## config.mk

```make
export PLATFORM = sky130hd
export DESIGN_NAME = and_32bits
export DESIGN_NICKNAME = d
export VERILOG_FILES = /design/src/rtl/and_32bits_pkg.sv /design/src/rtl/and_32bits_and_1_bit.sv /design/src/rtl/and_32bits.sv
export SDC_FILE = /design/constraint.sdc
export NUM_CORES = 1
export LEC_CHECK = 0
export ABC_AREA = 1
export BUFFER_PORTS_ARGS = -buffer_cell sky130_fd_sc_hd__clkbuf_2
export CAP_MARGIN = 10
export CORE_MARGIN = 4
export CORE_UTILIZATION = 42
export DETAILED_ROUTE_END_ITERATION = 16
export HOLD_SLACK_MARGIN = 0.06
export PLACE_DENSITY_LB_ADDON = 0.3
export SYNTH_ARGS = -nofsm -noshare
export SYNTH_HDL_FRONTEND = slang
export SYNTH_SLANG_ARGS = --single-unit
```

## constraint.sdc

```tcl
create_clock -name clk -period 1.9 [get_ports clk]
set_input_delay 0.38 -clock clk [delete_from_list [all_inputs] [get_ports clk]]
set_output_delay 0.38 -clock clk [all_outputs]
set_load 0.05 [all_outputs]
```

## src/rtl/and_32bits_pkg.sv

```systemverilog
// Shared ALU constants: default datapath width and the flag vector layout
// used by the pipelined result/flag path.
package and_32bits_pkg;

  localparam int ALU_WIDTH = 32;

  localparam int FLAG_ZERO = 0;
  localparam int FLAG_NEG  = 1;
  localparam int NUM_FLAGS = 2;

  typedef logic [NUM_FLAGS-1:0] alu_flags_t;

  // After reset the registered result is zero, so only the zero flag is set.
  localparam alu_flags_t FLAGS_RESET = alu_flags_t'(1 << FLAG_ZERO);

endpackage : and_32bits_pkg

```

## src/rtl/and_32bits_and_1_bit.sv

```systemverilog
// Single-bit AND cell; the top module replicates it across the operand width.
module and_1_bit (
  input  logic a,
  input  logic b,
  output logic s
);

  assign s = a & b;

endmodule : and_1_bit

```

## src/rtl/and_32bits.sv

```systemverilog
// Bitwise AND unit: combinational S for the same-cycle result mux, plus a
// registered result with a one-cycle valid pulse and zero/negative flags.
module and_32bits
  import and_32bits_pkg::*;
#(
  parameter int WIDTH = ALU_WIDTH
) (
  input  logic             clk,
  input  logic             rst,
  input  logic [WIDTH-1:0] A,
  input  logic [WIDTH-1:0] B,
  input  logic             in_valid,
  output logic [WIDTH-1:0] S,
  output logic [WIDTH-1:0] S_q,
  output logic             out_valid,
  output logic             zero_q,
  output logic             neg_q
);

  logic [WIDTH-1:0] s_comb;
  logic [WIDTH-1:0] s_q_reg;
  logic [WIDTH-1:0] s_q_next;
  alu_flags_t       flags_reg;
  alu_flags_t       flags_next;
  logic             out_valid_reg;

  generate
    for (genvar gi = 0; gi < WIDTH; gi++) begin : g_bit
      and_1_bit u_and_1_bit (
        .a (A[gi]),
        .b (B[gi]),
        .s (s_comb[gi])
      );
    end
  endgenerate

  // Without a capture the result and flags simply hold their last value.
  always_comb begin
    s_q_next   = s_q_reg;
    flags_next = flags_reg;
    if (in_valid) begin
      s_q_next              = s_comb;
      flags_next[FLAG_ZERO] = ~|s_comb;
      flags_next[FLAG_NEG]  = s_comb[WIDTH-1];
    end
  end

  always_ff @(posedge clk) begin
    if (rst) begin
      s_q_reg       <= '0;
      flags_reg     <= FLAGS_RESET;
      out_valid_reg <= 1'b0;
    end else begin
      s_q_reg       <= s_q_next;
      flags_reg     <= flags_next;
      out_valid_reg <= in_valid;
    end
  end

  assign S         = s_comb;
  assign S_q       = s_q_reg;
  assign out_valid = out_valid_reg;
  assign zero_q    = flags_reg[FLAG_ZERO];
  assign neg_q     = flags_reg[FLAG_NEG];

endmodule : and_32bits

```

### Yosys cells after proc, flatten, opt, wreduce, memory -nomap -nowiden

Cells that the tools add are included.

| word-level totals | value |
|---|---|
| register bits | 35 |
| word-level logic and storage cells | 37 |

| cells by class | value |
|---|---|
| bitwise operators | 32 |
| reductions and logical operators | 2 |

Operator list:

| kind | number |
|---|---|
| 1-bit bitwise AND | 32 |
| 32-bit OR reduction | 1 |
| 1-bit zero test | 1 |

### Logic depth before layout (Yosys ltp)

| logic depth | value |
|---|---|
| depth after elaboration | 3 |
| gate-level depth with buffers | 7 |
| depth with buffers taken out | 7 |

### Cells and area by module

A second synthesis with hierarchy kept.

| unflattened totals | value |
|---|---|
| cell total of the unflattened synthesis | 237 |
| area, all modules | 1519.0 µm² |

By module, submodules not included:

| module | times used | cells each | area an instance (µm²) | sequential area each (µm²) |
|---|---|---|---|---|
| and_32bits | 1 | 173 | 1278.7 | 680.7 |
| and_1_bit | 32 | 2 | 7.5 | 0.0 |

### Worst setup path after synthesis

No wires, ideal clock.

| path | value |
|---|---|
| kind | reg-to-output |
| from | reg s_q_reg[31], in the netlist S_q[31] |
| to | out S_q[31] |
| data arrival time | 0.909 ns |
| data required time | 1.520 ns |
| setup slack | 0.611 ns |
| cell stages (with the launch flop) | 2 |
| buffers on the path | 1 |
| cell sequence | dfxtp_1 buf_4 |

RTL lines:

| what | line | RTL |
|---|---|---|
| start, declared | and_32bits.sv:21 | `logic [WIDTH-1:0] s_q_reg;` |
| start signal, assigned | and_32bits.sv:54 | `s_q_reg <= s_q_next;` |
| end, declared | and_32bits.sv:14 | `output logic [WIDTH-1:0] S_q,` |

No word-level cell between the ends.

### Worst setup path in the final report

| path | value |
|---|---|
| from | reg s_q_reg[31], in the netlist S_q[31] |
| to | out S_q[31] |

No word-level cell between the ends.

==> out/qor.yml <==
outcome: "complete, no violations"
postCtsSetupRepairBufs: 0
antenna_found_initial: 0
synthesis.nets: 303
busiest_layer: "met2"
largest_reg_flops: 32
cp_num_cells: 1
use_met2: 0.281
cpMaxStageDelayCell: "dfxtp_1"
first_pass_iters: 4
cp_max_fo: 3
path_class: "flip-flop to output pin"
slowest_delay_ns: 0.35
fillers: 378
rrSetupSlack_ns: 1.24
grt_pass1_vias: 1619
cp_cell_sequence: "clkbuf_2"
core_um2: 3740
clkLatencyLatePin_ns: 0.27
cp-startpoint: "S_q[31]"
slew_headroom: 0.741
ios: 134
required_ns: 1.52
use_met1: 0.198
layout-drive-gt1-share: 0.420
final-setup-viol-count: 0
drt_iter0_markers: 53
async_flop_share: 0
hold_path.class: "primary input to flip-flop"
syn_inst: 236
start_util: 0.444
drv_slew: 0
fin_area_um2: 2200
cts_buffers: 5
fmax_mhz: 777
seqCellArea_um2: 681
met3_usage: 0.0554
fp.dieH_um: 70.9
synth-seq-area-share: 0.410
dieArea_um2: 5030
maxCapViolCount: 0
synth_top_cell_by_area: "dfxtp_1"
gp_congestion: 0.696
area_growth_pct: 32.7
io_buffers: 133
cts_num_sinks: 34
startpoint_type: "flip-flop"
yosysTopAreaCellShare: 0.410
cts_tree: "yes"
setup-tns-final_ns: 0
syn_avg_cell_area_um2: 7.04
yosys_register_bits: 34
hold_ws_ns: 0.306
yosysMostFrequentCell: "nand2_1"
power.leakage_nw: 1.41
finalHoldViolations: 0
vdd_ir_drop_max_mv: 0.406
crit_family: "flip-flops"
endpoint: "S_q[31]"
min_path_cells: 2
path_clk_slew_ns: 0.06
synth-edff-count: 0
critPathArrivalTime_ns: 0.91
netlist-cell-type-count: 11
final.min_clock_period_ns: 1.29
end_kind: "output pin"
clock_path_buffers: 2
r2r-start: "S_q[31]"
antenna_left: 0
ctsResizeCount: 0
drc: 0
rsz0062_at_grt: "no"
rows: 22
r2r-end: "S_q[31]"
netlist_top_cells_area: "dfxtp_1 41%, buf_4 15%, nand2_1 10%"
wl_per_cell_um: 10.8
r2r_cells: 2
place_area_um2: 2130
finClkSkew_ns: 0
wl_mm: 4.15
fin_crit_sh: 0.677
grt-ovfl-total: 0
h-tree-depth: 2
root_buffer: "clkbuf_8"
grt_usage: 0.166
hpwl_mm: 3.37
synth_ff_type: "dfxtp_1"
worst_slew_pin_slew_ns: 0.389
grt_start_max_net_pins: 33
grt_pass1_wl_mm: 6.87
vias: 1729
power_density_nw_per_um2: 828
cp_num_buf_inv: 1
synthTopCellsByCount: "46 x nand2_1, 35 x inv_1, 34 x buf_4, 34 x dfxtp_1, 33 x a21oi_1"
multi_input_area_um2: 556
syn_area_um2: 1660
nets: 403
fp.dieW_um: 70.9
cts_hold_buf: 0
antennaDiodeCount: 0
post_drt_via_cell_ratio: 4.50
yosys_warnings: 0
-- kinds of logic (layout without fill, tap and decap cells) --
logic type      Yosys count  count (layout)  synth area share
buf+inv                  78             178             0.256
flops                    34              34             0.410
simple gates             59              59             0.139
compound gates           65              65             0.196
-- cell usage in the layout (no fill, tap or decap) --
master    count
o21ai_0      32
a21oi_1      33
nand4_1       3
buf_12        1
buf_4         2
clkbuf_8      5
nand3_1       1
clkbuf_2    133
nor2_1        9
clkbuf_1      2
nand2_1      46
dfxtp_1      34
inv_1        35
-- area by class of cell --
class                           instances  area share
Multi-Input combinational cell        124       0.252
Sequential cell                        34       0.309
Clock buffer                            7      0.0346
Inverter                               35      0.0596
Timing Repair Buffer                  136       0.318
Tap cell                               48      0.0272
-- how the worst min path moves through the flow --
stage	end	startpoint
after global routing	out_valid	rst
after CTS	out_valid	rst
after detailed placement	flags_reg[0]	flags_reg[0]
after floorplan	out_valid	rst
final	out_valid	rst
after global placement	flags_reg[0]	flags_reg[0]
-- through the flow --
stage                     worst slack, ns  utilization  std cells  power, W
after global placement              0.567        0.569        377   0.00137
after global routing                0.565        0.589        384   0.00192
after CTS                           0.603        0.589        384   0.00185
after floorplan                     0.611            -        236   0.00125
after detailed placement            0.538        0.569        377   0.00138
final                               0.614        0.589        384   0.00183
-- report_power, final --
group | internal [W] | leakage (nW) | switching (W)
registers | 0.000759 | 0.282 | 0.0000213
logic | 0.000147 | 1.09 | 0.000429
clock network | 0.000252 | 0.0383 | 0.000219
-- per-layer routing --
layer	share of wire	vias to the layer above
met5	0	-
met4	0.0043	0
met3	0.11	2
met2	0.48	79
met1	0.40	734
li1	-	914
No activity file was read; power rests on OpenSTA's default activity.
